### config.mk
export PLATFORM = sky130hd
export DESIGN_NAME = regfile_write_arbiter
export DESIGN_NICKNAME = d
export VERILOG_FILES = /design/src/rtl/regfile_write_arbiter.sv
export SDC_FILE = /design/constraint.sdc
export NUM_CORES = 1
export LEC_CHECK = 0
export CORE_MARGIN = 3
export CORE_UTILIZATION = 50
export DETAILED_ROUTE_END_ITERATION = 12
export GPL_ROUTABILITY_DRIVEN = 1
export PLACE_DENSITY = 0.74
export SYNTH_ARGS = -nofsm -noshare
export SYNTH_HDL_FRONTEND = slang
export SYNTH_SLANG_ARGS = --single-unit
### constraint.sdc
create_clock -name clock -period 5.15 [get_ports clock]
set_input_delay 1.03 -clock clock [delete_from_list [all_inputs] [get_ports clock]]
set_output_delay 1.03 -clock clock [all_outputs]
set_load 0.02 [all_outputs]
### src/rtl/regfile_write_arbiter.sv
// Two-requester writeback arbiter for the register file write port.
// Each requester has a small FIFO; a round-robin arbiter drains them into a registered port.
module regfile_write_arbiter #(
  parameter int N     = 64,
  parameter int DEPTH = 2
) (
  input  logic         clock,
  input  logic         reset,
  input  logic         req0_valid,
  output logic         req0_ready,
  input  logic [4:0]   req0_addr,
  input  logic [N-1:0] req0_data,
  input  logic         req1_valid,
  output logic         req1_ready,
  input  logic [4:0]   req1_addr,
  input  logic [N-1:0] req1_data,
  output logic         rf_write,
  output logic [4:0]   rf_DA,
  output logic [N-1:0] rf_D,
  output logic [31:0]  pend_mask,
  output logic         busy
);
  localparam int AW = (DEPTH > 1) ? $clog2(DEPTH) : 1;
  localparam int CW = $clog2(DEPTH + 1);

  logic [4:0]    fifo_addr [2][DEPTH];
  logic [N-1:0]  fifo_data [2][DEPTH];
  logic [AW-1:0] wptr      [2];
  logic [AW-1:0] rptr      [2];
  logic [CW-1:0] count     [2];
  logic [4:0]    in_addr   [2];
  logic [N-1:0]  in_data   [2];
  logic [1:0]    in_valid, full, nonempty, push, pop;
  logic          gnt_valid, gnt_sel, last_grant;
  logic [4:0]    head_addr;
  logic [N-1:0]  head_data;
  logic [31:0]   mask;
  logic [AW-1:0] offset;

  assign in_valid   = {req1_valid, req0_valid};
  assign in_addr[0] = req0_addr;
  assign in_addr[1] = req1_addr;
  assign in_data[0] = req0_data;
  assign in_data[1] = req1_data;
  assign full       = {count[1] == CW'(DEPTH), count[0] == CW'(DEPTH)};
  assign nonempty   = {count[1] != '0, count[0] != '0};

  // valid/ready: a push happens on a posedge where valid & ready; ready depends only on
  // the pre-edge fill level, so a full FIFO refuses even if it pops on that same edge.
  assign req0_ready = reset & ~full[0];
  assign req1_ready = reset & ~full[1];
  assign push       = in_valid & {req1_ready, req0_ready};

  // Only entries present before the edge are eligible, so same-edge pushes never pop.
  always_comb begin
    gnt_valid = |nonempty;
    gnt_sel   = (&nonempty) ? ~last_grant : nonempty[1];
    pop       = 2'b00;
    if (gnt_valid) pop[gnt_sel] = 1'b1;
  end

  assign head_addr = fifo_addr[gnt_sel][rptr[gnt_sel]];
  assign head_data = fifo_data[gnt_sel][rptr[gnt_sel]];

  always_ff @(posedge clock or negedge reset) begin
    if (!reset) begin
      for (int k = 0; k < 2; k++) begin
        wptr[k]  <= '0;
        rptr[k]  <= '0;
        count[k] <= '0;
      end
    end else begin
      for (int k = 0; k < 2; k++) begin
        if (push[k]) wptr[k] <= wptr[k] + AW'(1);
        if (pop[k])  rptr[k] <= rptr[k] + AW'(1);
        count[k] <= count[k] + CW'(push[k]) - CW'(pop[k]);
      end
    end
  end

  always_ff @(posedge clock) begin
    for (int k = 0; k < 2; k++) begin
      if (push[k]) begin
        fifo_addr[k][wptr[k]] <= in_addr[k];
        fifo_data[k][wptr[k]] <= in_data[k];
      end
    end
  end

  // An entry is live when its distance from the read pointer is below the fill count.
  always_comb begin
    mask   = '0;
    offset = '0;
    for (int k = 0; k < 2; k++) begin
      for (int i = 0; i < DEPTH; i++) begin
        offset = AW'(i) - rptr[k];
        if (CW'(offset) < count[k]) mask[fifo_addr[k][i]] = 1'b1;
      end
    end
    if (rf_write) mask[rf_DA] = 1'b1;
    mask[31] = 1'b0;
  end

  assign pend_mask = mask;

  // X31 is hardwired zero: it drains normally but never raises the write enable.
  always_ff @(posedge clock or negedge reset) begin
    if (!reset) begin
      rf_write   <= 1'b0;
      rf_DA      <= '0;
      rf_D       <= '0;
      last_grant <= 1'b1;
    end else if (gnt_valid) begin
      rf_write   <= (head_addr != 5'd31);
      rf_DA      <= head_addr;
      rf_D       <= head_data;
      last_grant <= gnt_sel;
    end else begin
      rf_write   <= 1'b0;
    end
  end

  assign busy = (|nonempty) | rf_write;
endmodule

# Word-level counts from Yosys, hierarchy flattened
# Memory sizes are Yosys's and may differ from the RTL's.
# Cells that the tools add are included.
dict set report word_totals {
  mem_bits_rw 276
  inputBits 142
  ff_bits 79
  memories 2
  romBits 0
  output_inout_bits 105
  latch_bits 0
  wordCells 119
}
# name words width read_ports rd_ports_with_merged_regs write_ports line_no
set mem_list {}
lappend mem_list {fifo_data 2 128 1 0 2 27} ;# logic [N-1:0] fifo_data [2][DEPTH];
lappend mem_list {fifo_addr 2 10 3 0 2 26} ;# logic [4:0] fifo_addr [2][DEPTH];
dict set report classes {
  bitwise 15
  shifts 0
  n_lt_le_gt_ge 22
  eq_ne 3
  div 0
  n_reduce_logical 12
  muxes 43
  addsub 12
  n_mul 0
}
# operator count
set op_table {}
lappend op_table {{64-bit 2-to-1 mux} 5}
lappend op_table {{128-bit 2-to-1 mux} 2}
lappend op_table {{31-bit 2-to-1 mux} 5}
lappend op_table {{64-bit demux with 1-bit select} 2}
lappend op_table {{31-bit bitwise OR} 4}
lappend op_table {{5-bit by 6-bit < comparator with 1-bit output, second input constant} 5}
lappend op_table {{1-bit demux with 5-bit select} 5}
lappend op_table {{5-bit by 1-bit greater-or-equal comparator with 1-bit output, second input constant} 5}
lappend op_table {{5-bit 2-to-1 mux} 5}
lappend op_table {{10-bit 2-to-1 mux} 2}
lappend op_table {{1-bit 2-to-1 mux} 13}
lappend op_table {{5-bit demux with 1-bit select} 2}
lappend op_table {{2-bit greater-or-equal comparator, second input constant} 4}
lappend op_table {{1-bit logical AND} 8}
lappend op_table {{1-bit by 2-bit < comparator with 1-bit output} 4}
lappend op_table {{1-bit NOT with 2-bit output} 4}
lappend op_table {{5-bit != test, second input constant} 1}
lappend op_table {{1-bit adder, second input constant} 4}
lappend op_table {{2-bit by 1-bit adder with 2-bit output} 2}
lappend op_table {{2-bit equality test, second input constant} 2}
lappend op_table {{2-bit by 1-bit < comparator with 1-bit output, second input constant} 2}
lappend op_table {{2-bit nonzero test} 2}
lappend op_table {{1-bit subtractor, first input constant} 4}
lappend op_table {{2-bit by 1-bit subtractor with 2-bit output} 2}
lappend op_table {{other kinds (10)} 13}

# Depth between registers and ports, before layout
# Gate-level depths: netlist (run 1).
# An unclocked memory read counts as a cell.
dict set report depth {
  word_depth 14
  depth_mapped 11
  mapped_depth_nobuf 9
}

# Worst setup path before layout (run 1)
# OpenSTA, ideal clock, no wires.
dict set report synth_timing {
  path_kind {input to register}
  from {input port reset}
  to {memory fifo_addr[0][5] in the netlist's numbering (enable)}
  n_path_buf 0
  arrival_time_ns 4.783
  setup_ns 0.497
  required_time_ns 4.653
  path_slack_ns -0.130
  path_stages 3
  path_cell_list {a21boi_0 -> nand2_1 -> nor2_1}
}
# element line_no
set synth_lines {}
lappend synth_lines {{from (decl)} 8} ;# input logic reset,
lappend synth_lines {{to (decl)} 26}

# Final worst setup path (run 1)
dict set report layout_timing {
  from {register rptr[0] in the netlist's numbering}
  to {output port pend_mask[11]}
}
dict set report layout_via {
  elab_chain_cells 7
  word_cells_on_any_way 9
  cone_classes {add/sub: 2; order compare: 2; mux: 3; bitwise: 2}
}
# element line_no
set layout_rtl {}
lappend layout_rtl {{from (decl)} 29} ;# logic [AW-1:0] rptr [2];
lappend layout_rtl {{from (signal, indexed assignment)} 75} ;# if (pop[k]) rptr[k] <= rptr[k] + AW'(1);
lappend layout_rtl {{1-bit subtractor} 96} ;# offset = AW'(i) - rptr[k];
lappend layout_rtl {{1-bit by 2-bit < comparator with 1-bit output} 97} ;# if (CW'(offset) < count[k]) mask[fifo_addr[k][i]] = 1'b1;
lappend layout_rtl {{31-bit 2-to-1 mux} 97}
lappend layout_rtl {{31-bit bitwise OR (no source line)} --}
lappend layout_rtl {{31-bit 2-to-1 mux *} 97}
lappend layout_rtl {{31-bit bitwise OR (no source line)} --}
lappend layout_rtl {{31-bit 2-to-1 mux *} 100} ;# if (rf_write) mask[rf_DA] = 1'b1;
lappend layout_rtl {{to (decl)} 20} ;# output logic [31:0] pend_mask,
# Every way passes the cells marked *; elsewhere a longest branch is shown, timed or not.

==> run metrics, run 1 <==
initial core utilization 51.5%; Clock transition at path regs 0.06 ns; Netlist cell types 61; Routed wire per std cell 23.4 um; fin nets 1,464; unrepaired setup endpoints after global routing no; clock buffer depth 3; DRC 0; Top FF cell, synth edfxtp_1; critical path class reg -> out; Post-Synth Adder-Cell Area 0.334%; R2R Setup Slk 2.23 ns; Area Overhead vs Synth 25.8%; Max Slew Vio Count 0; ys async rst share 22.3%; pin count of the biggest net entering global routing 94; GP Congestion 0.928; TritonCTS clock tree done; Via density 5.94; CP max stage delay 0.86 ns; Post-synth EDFFs 276; area of the multi-input gates 4350 sq um; mapped cell area 15,000 sq um; Final min period 4.20 ns; Worst Path Buf+Inv 1; simple-gate share of the synthesized area 13.1%; synth warn 0; Compound-Gate Fraction of Synth Area 14.1%; GRT overflow 0; largest family of logic cells by synthesized area compound AO/OA/AOI/OAI gates; PD cells 580 nW/um^2; DRT Pass-1 Iters 5; Vias 10.3k; Yosys reg bits 355; io pins 247; total of max-cap violations 0; syn nets 1,247; Sink Count 355; achievable frequency 238 MHz; P_int 0.00692 W; worst-path maximum fanout 52; final hold violations 0; fraction of layout cells with a size suffix above 1 7.21%; total wire length 40,400 um; Total GRT Usage 24.9%; fillcell total 2,153; slowest cell on the critical path dfrtp_4; initial DRC count 921; CP Data Arrival Time 3.17 ns; CTS-repair resized insts 0; synth top area cells edfxtp_1 (55%), dfrtp_1 (13%), a211oi_1 (6.4%); delay-heaviest family, CP flip-flops; Buffers on Ports 245; skew final 0.0140 ns; top cell type's share of synthesized area 55.3%; die width 179 um; Setup Viol. Count Final 0; Critical Path, Cell by Cell nor2b_4, o211ai_2, o22ai_1, or4_1, clkdlybuf4s50_1; P_sw 0.00400 W; DP HPWL 25,600 um; Post-CTS Setup Inserts 0; die area 32,100 sq um; Logic pwr share 36.9%; register area 10,300 sq um; Mapped Avg Cell Area 13.6 sq um; sequential share of the synthesized area 68.5%; Core ar. 29,100 sq um; R2R Path Start count[3]; post-synthesis mux area share 0.843%; Num CTS Buffers 37; Die H 179 um; required time of the critical path 4.12 ns; setup TNS 0 ns; worst slew pin tran 1.14 ns; Post-Synth XOR/XNOR Area 0.468%; switching power share of the total 36.7%; Setup crit start rptr[0]; floorplan row count 62; post-route cell area 18,900 sq um; # hold bufs at CTS 0; Worst Hold Class in -> async; Clk network pwr share 23.2%; CP Capture Type primary output; antenna violations before repair 5; Area after DPL 17,700 sq um; Worst VDD drop 0.000483 V; vias in the first global route 10.3k; CP Launch Type register; Cells after Synth 1,101; number of routed nets with antenna violations 0; Final Cycle Share 81.6%; Worst-Skew Late Latency 0.51 ns; max_slew headroom 24.3%; Synth area leader edfxtp_1; sequential power share 39.8%; outcome finished, final reports clean; Pleak 6.30 nW; H-tree Lvls 2; clk root buf clkbuf_16; first-pass GRT wire length 60,500 um
==> worst register-to-register path, stage by stage, from the launching register on <==
cell and delay (ns):
dfrtp_1 0.52, o21ai_1 0.32, o21ai_4 0.10, inv_2 0.78
nor2_1 0.26, ha_1 0.35, inv_1 0.04, ha_1 0.18
xnor2_1 0.13, xnor2_1 0.12
==> registers in the layout (all words and copies together) (netlist names) <==
signal      count
count           4
fifo_addr      20
fifo_data     256
last_grant      1
rf_D           64
rf_DA           5
rf_write        1
rptr            2
wptr            2
==> placed cells by master, fill, tap and decap left out, drive strengths merged, types with 16 or more instances in the layout <==
cell / synthesis / layout
nor2: 27 / 27
nor2b: 138 / 138
edfxtp: 276 / 276
o22ai: 35 / 35
nand2: 85 / 85
clkdlybuf4s50: 0 / 244
clkbuf: 45 / 48
o31ai: 66 / 66
nand3: 16 / 16
a211oi: 128 / 128
dfrtp: 78 / 78
==> cell usage after synthesis, types with 3 or more instances <==
master,instances
inv_1,8
o21ai_0,6
a211oi_1,128
nor2b_1,136
o221ai_1,8
a221o_1,4
buf_1,3
o21ai_1,4
nand2b_1,3
ha_1,4
nand3_1,16
a221oi_1,3
dfrtp_1,78
or3b_2,8
and3_1,4
xnor2_1,7
mux2_2,5
nor3_1,14
and3b_1,5
mux2i_1,7
buf_4,4
nand2_1,85
or3_1,15
a21oi_1,4
a211o_1,6
and2b_1,4
and2_1,4
nor2_1,27
edfxtp_1,276
o32ai_1,4
nand3b_1,13
clkbuf_1,44
o22ai_1,35
nor3b_1,5
buf_2,27
o31ai_1,66
==> per-layer routing <==
layer | track usage, % | share of wire [%] | vias up
met5 | 0 | 0.11 | -
met4 | 8.38 | 3.2 | 6
met3 | 5.91 | 7.8 | 108
met2 | 40.4 | 47 | 425
met1 | 33.4 | 42 | 5065
li1 | - | - | 4667
==> power by group through the flow <==
stage	logic [W]	registers [W]	clock network, W
after floorplan	0.00239	0.00442	0
after global placement	0.00398	0.00438	0
after detailed placement	0.00406	0.00439	0
after CTS	0.00407	0.00435	0.00259
after global routing	0.00437	0.00442	0.00270
final	0.00404	0.00435	0.00254
==> per-stage QoR <==
stage | util, % | hold WS [ns] | total power [W] | worst slack, ns | cells
floorplan | - | 0.473 | 0.00680 | 1.02 | 1101
global placement | 60.8 | 0.461 | 0.00837 | 1.54 | 1663
detailed placement | 60.8 | 0.466 | 0.00845 | 1.53 | 1663
CTS | 64.8 | 0.360 | 0.0110 | 0.967 | 1729
global route | 64.8 | 0.359 | 0.0115 | 0.826 | 1730
finish | 64.8 | 0.372 | 0.0109 | 0.948 | 1730
==> cell families after synthesis <==
family                     after synthesis
AOI/OAI and AO/OA                      283
xor gates and xnor gates                 8
adders and majority gates                4
buffers and inverters                   89
DFF                                    355
muxes                                   12
other                                    1
and+or+nand+nor                        349
==> layout make-up <==
type / instances / area share [%]
flip-flops and latches: 355 / 54.5
multi-input cells: 657 / 23.1
clock buffers: 48 / 5.35
diodes: 1 / 0.0133
inverters: 9 / 0.179
repair buffers: 258 / 13.5
clock inverters: 18 / 0.816
well taps: 384 / 2.55
==> final timing paths <==
kind | endpoint | cells after the start
max | pend_mask[11] | 5
min | wptr[1] | 1
max reg2reg | count[3] | 9
min reg2reg | rf_D[42] | 2
max in group asynchronous | rf_DA[1] | 3
min in group clock | rf_D[42] | 2
Power figures use the tool's default switching activity.
==> run 2, diff against run 1 <==
- CORE_UTILIZATION: 50 -> 48
- clock period: 5.15 -> 3.7 ns (I/O delays scaled with it)
==> run metrics, run 2 (synthesized netlist as in run 1, its figures left out) <==
PD cells 800 nW/um^2 (+38%); Core ar. 30,700 sq um (+5.4%); vias in the first global route 10.4k (+0.96%); fin nets 1,474 (+0.68%); critical path class reg -> out; Worst Hold Class in -> async; GP Congestion 0.909 (-2.0%); unrepaired setup endpoints after global routing no; pin count of the biggest net entering global routing 101 (+7.4%); Final Cycle Share 96.3%; Critical Path, Cell by Cell a21o_1, nand3_1, o22ai_1, or4_1, clkdlybuf4s50_1; commonest non-fill, non-tap cell in the layout edfxtp_1; initial core utilization 48.9% (-2.7 points); skew final 0.0161 ns (+0.00211 ns); Reg-to-Reg End rf_D[31]; TritonCTS clock tree done; die width 183 um (+2.0%); post-route cell area 19,000 sq um (+0.81%); Pleak 6.34 nW (+0.78%); R2R Setup Slk 0.84 ns (-1.39 ns); worst-path maximum fanout 11 (-79%); Sink Count 355 (unchanged); DP HPWL 26,600 um (+3.9%); io pins 247 (unchanged); Area Overhead vs Synth 26.8%; Num CTS Buffers 37 (unchanged); Final min period 3.56 ns; placed insts 1,685 (+1.3%); slowest cell on the critical path clkdlybuf4s50_1; Buffers on Ports 245 (unchanged); CP Capture Type primary output; Via density 5.83 (-1.8%); max reg flops 256 (unchanged); outcome finished, final reports clean; Die H 183 um (+2.0%); # hold bufs at CTS 0 (unchanged); H-tree Lvls 2 (unchanged); Vias 10.2k (-0.38%); Finished Layout Cells 1,755 (+1.4%); Area after DPL 17,900 sq um (+0.93%); CP Launch Type register; antenna violations before repair 4 (-1); DRC 0 (unchanged); Setup Viol. Count Final 0 (unchanged); floorplan row count 64 (+3.2%); pre-CTS setup slack 0.671 ns (-0.854 ns); R2R Path Start count[1]; clock buffer depth 3 (unchanged); DRT Pass-1 Iters 5 (unchanged); CTS-repair resized insts 0 (unchanged); Routed wire per std cell 22.9 um (-1.8%); GRT overflow 0 (unchanged); total of max-cap violations 0 (unchanged); max_slew headroom 28.8% (+4.6 points); initial DRC count 709 (-23%); achievable frequency 281 MHz; Worst R2R Path Depth 5 (-4); Clock transition at path regs 0.06 ns (about the same); final core occ 62.0% (-2.8 points); CP Data Arrival Time 2.82 ns (-0.35 ns); required time of the critical path 2.96 ns (-1.16 ns); setup TNS 0 ns (unchanged); fraction of layout cells with a size suffix above 1 7.89% (+0.67 points); Worst VDD drop 0.000563 V (+17%); first-pass GRT wire length 61,300 um (+1.3%); clk root buf clkbuf_16; worst slew pin tran 1.07 ns (-0.0684 ns); Post-CTS Setup Inserts 0 (unchanged); total wire length 40,300 um (-0.37%); die area 33,400 sq um (+4.0%); Worst-Skew Late Latency 0.53 ns (+0.02 ns); CP max stage delay 0.57 ns (-0.29 ns); Total GRT Usage 23.9% (-1.0 points); number of routed nets with antenna violations 0 (unchanged); final hold violations 0 (unchanged); most frequent cells in the layout edfxtp_1 (276), clkdlybuf4s50_1 (244), nor2b_1 (136), a211oi_1 (128), nand2_1 (85); Max Slew Vio Count 0 (unchanged); worst setup margin 0.139 ns (-0.810 ns)
run 2: cell types whose count changed in the layout (fill, tap and decap cells not counted), moves of 2 or more:
cell and delta:
buf_12 +6, buf_4 +4, bufinv_16 -2, clkbuf_1 +6, clkinv_1 -3
run 2: worst max path at each step:
stage | from | endpoint | slack [ns] | cells after the start
after global placement | rptr[1] | pend_mask[11] | 0.66 | 5
final | rptr[1] | pend_mask[11] | 0.14 | 5
after detailed placement | rptr[1] | pend_mask[11] | 0.67 | 5
after floorplan | reset | fifo_addr[0][0] | 0.13 | 2
after global routing | rptr[1] | pend_mask[11] | 0.02 | 5
after CTS | rptr[1] | pend_mask[11] | 0.11 | 5
run 2: report_power, final:
part / internal, W / switching (W) / leakage [nW] / total, W
logic: 0.00240 / 0.00352 / 2.35 / 0.00592
registers: 0.00525 / 0.000589 / 3.44 / 0.00584
clock network: 0.00196 / 0.00148 / 0.553 / 0.00344
total: 0.00961 / 0.00559 / 6.34 / 0.0152
run 2: stage by stage:
stage	total power [W]	hold WS [ns]
floorplan	0.00947	0.444
detailed placement	0.0119	0.466
CTS	0.0153	0.0856
finish	0.0152	0.0940
global placement	0.0117	0.458
global route	0.0160	0.0797
run 2: worst max-delay path, delay by kind of cell (launching register included):
family | cells | cell delay, ns
compound gates | 2 | 0.43
buf+inv | 1 | 0.57
simple gates | 2 | 0.76
flops | 1 | 0.54
run 2: cell type report:
type | count | area [sq um]
clock inverter | 14 | 113
sequential | 355 | 10300
clock buffer | 54 | 1030
antenna | 2 | 5.00
tap | 396 | 495
inverter | 9 | 33.8
multi-input combinational | 657 | 4360
fill | 2322 | 11700
timing repair buffer | 268 | 2700
run 2: layer usage:
layer / vias to the layer above / share of wire [%] / track usage [%]
met5: - / 0.099 / 0
met1: 5077 / 42 / 31.8
li1: 4705 / - / -
met3: 71 / 8.2 / 6.38
met4: 6 / 2.6 / 6.92
met2: 373 / 48 / 39.1
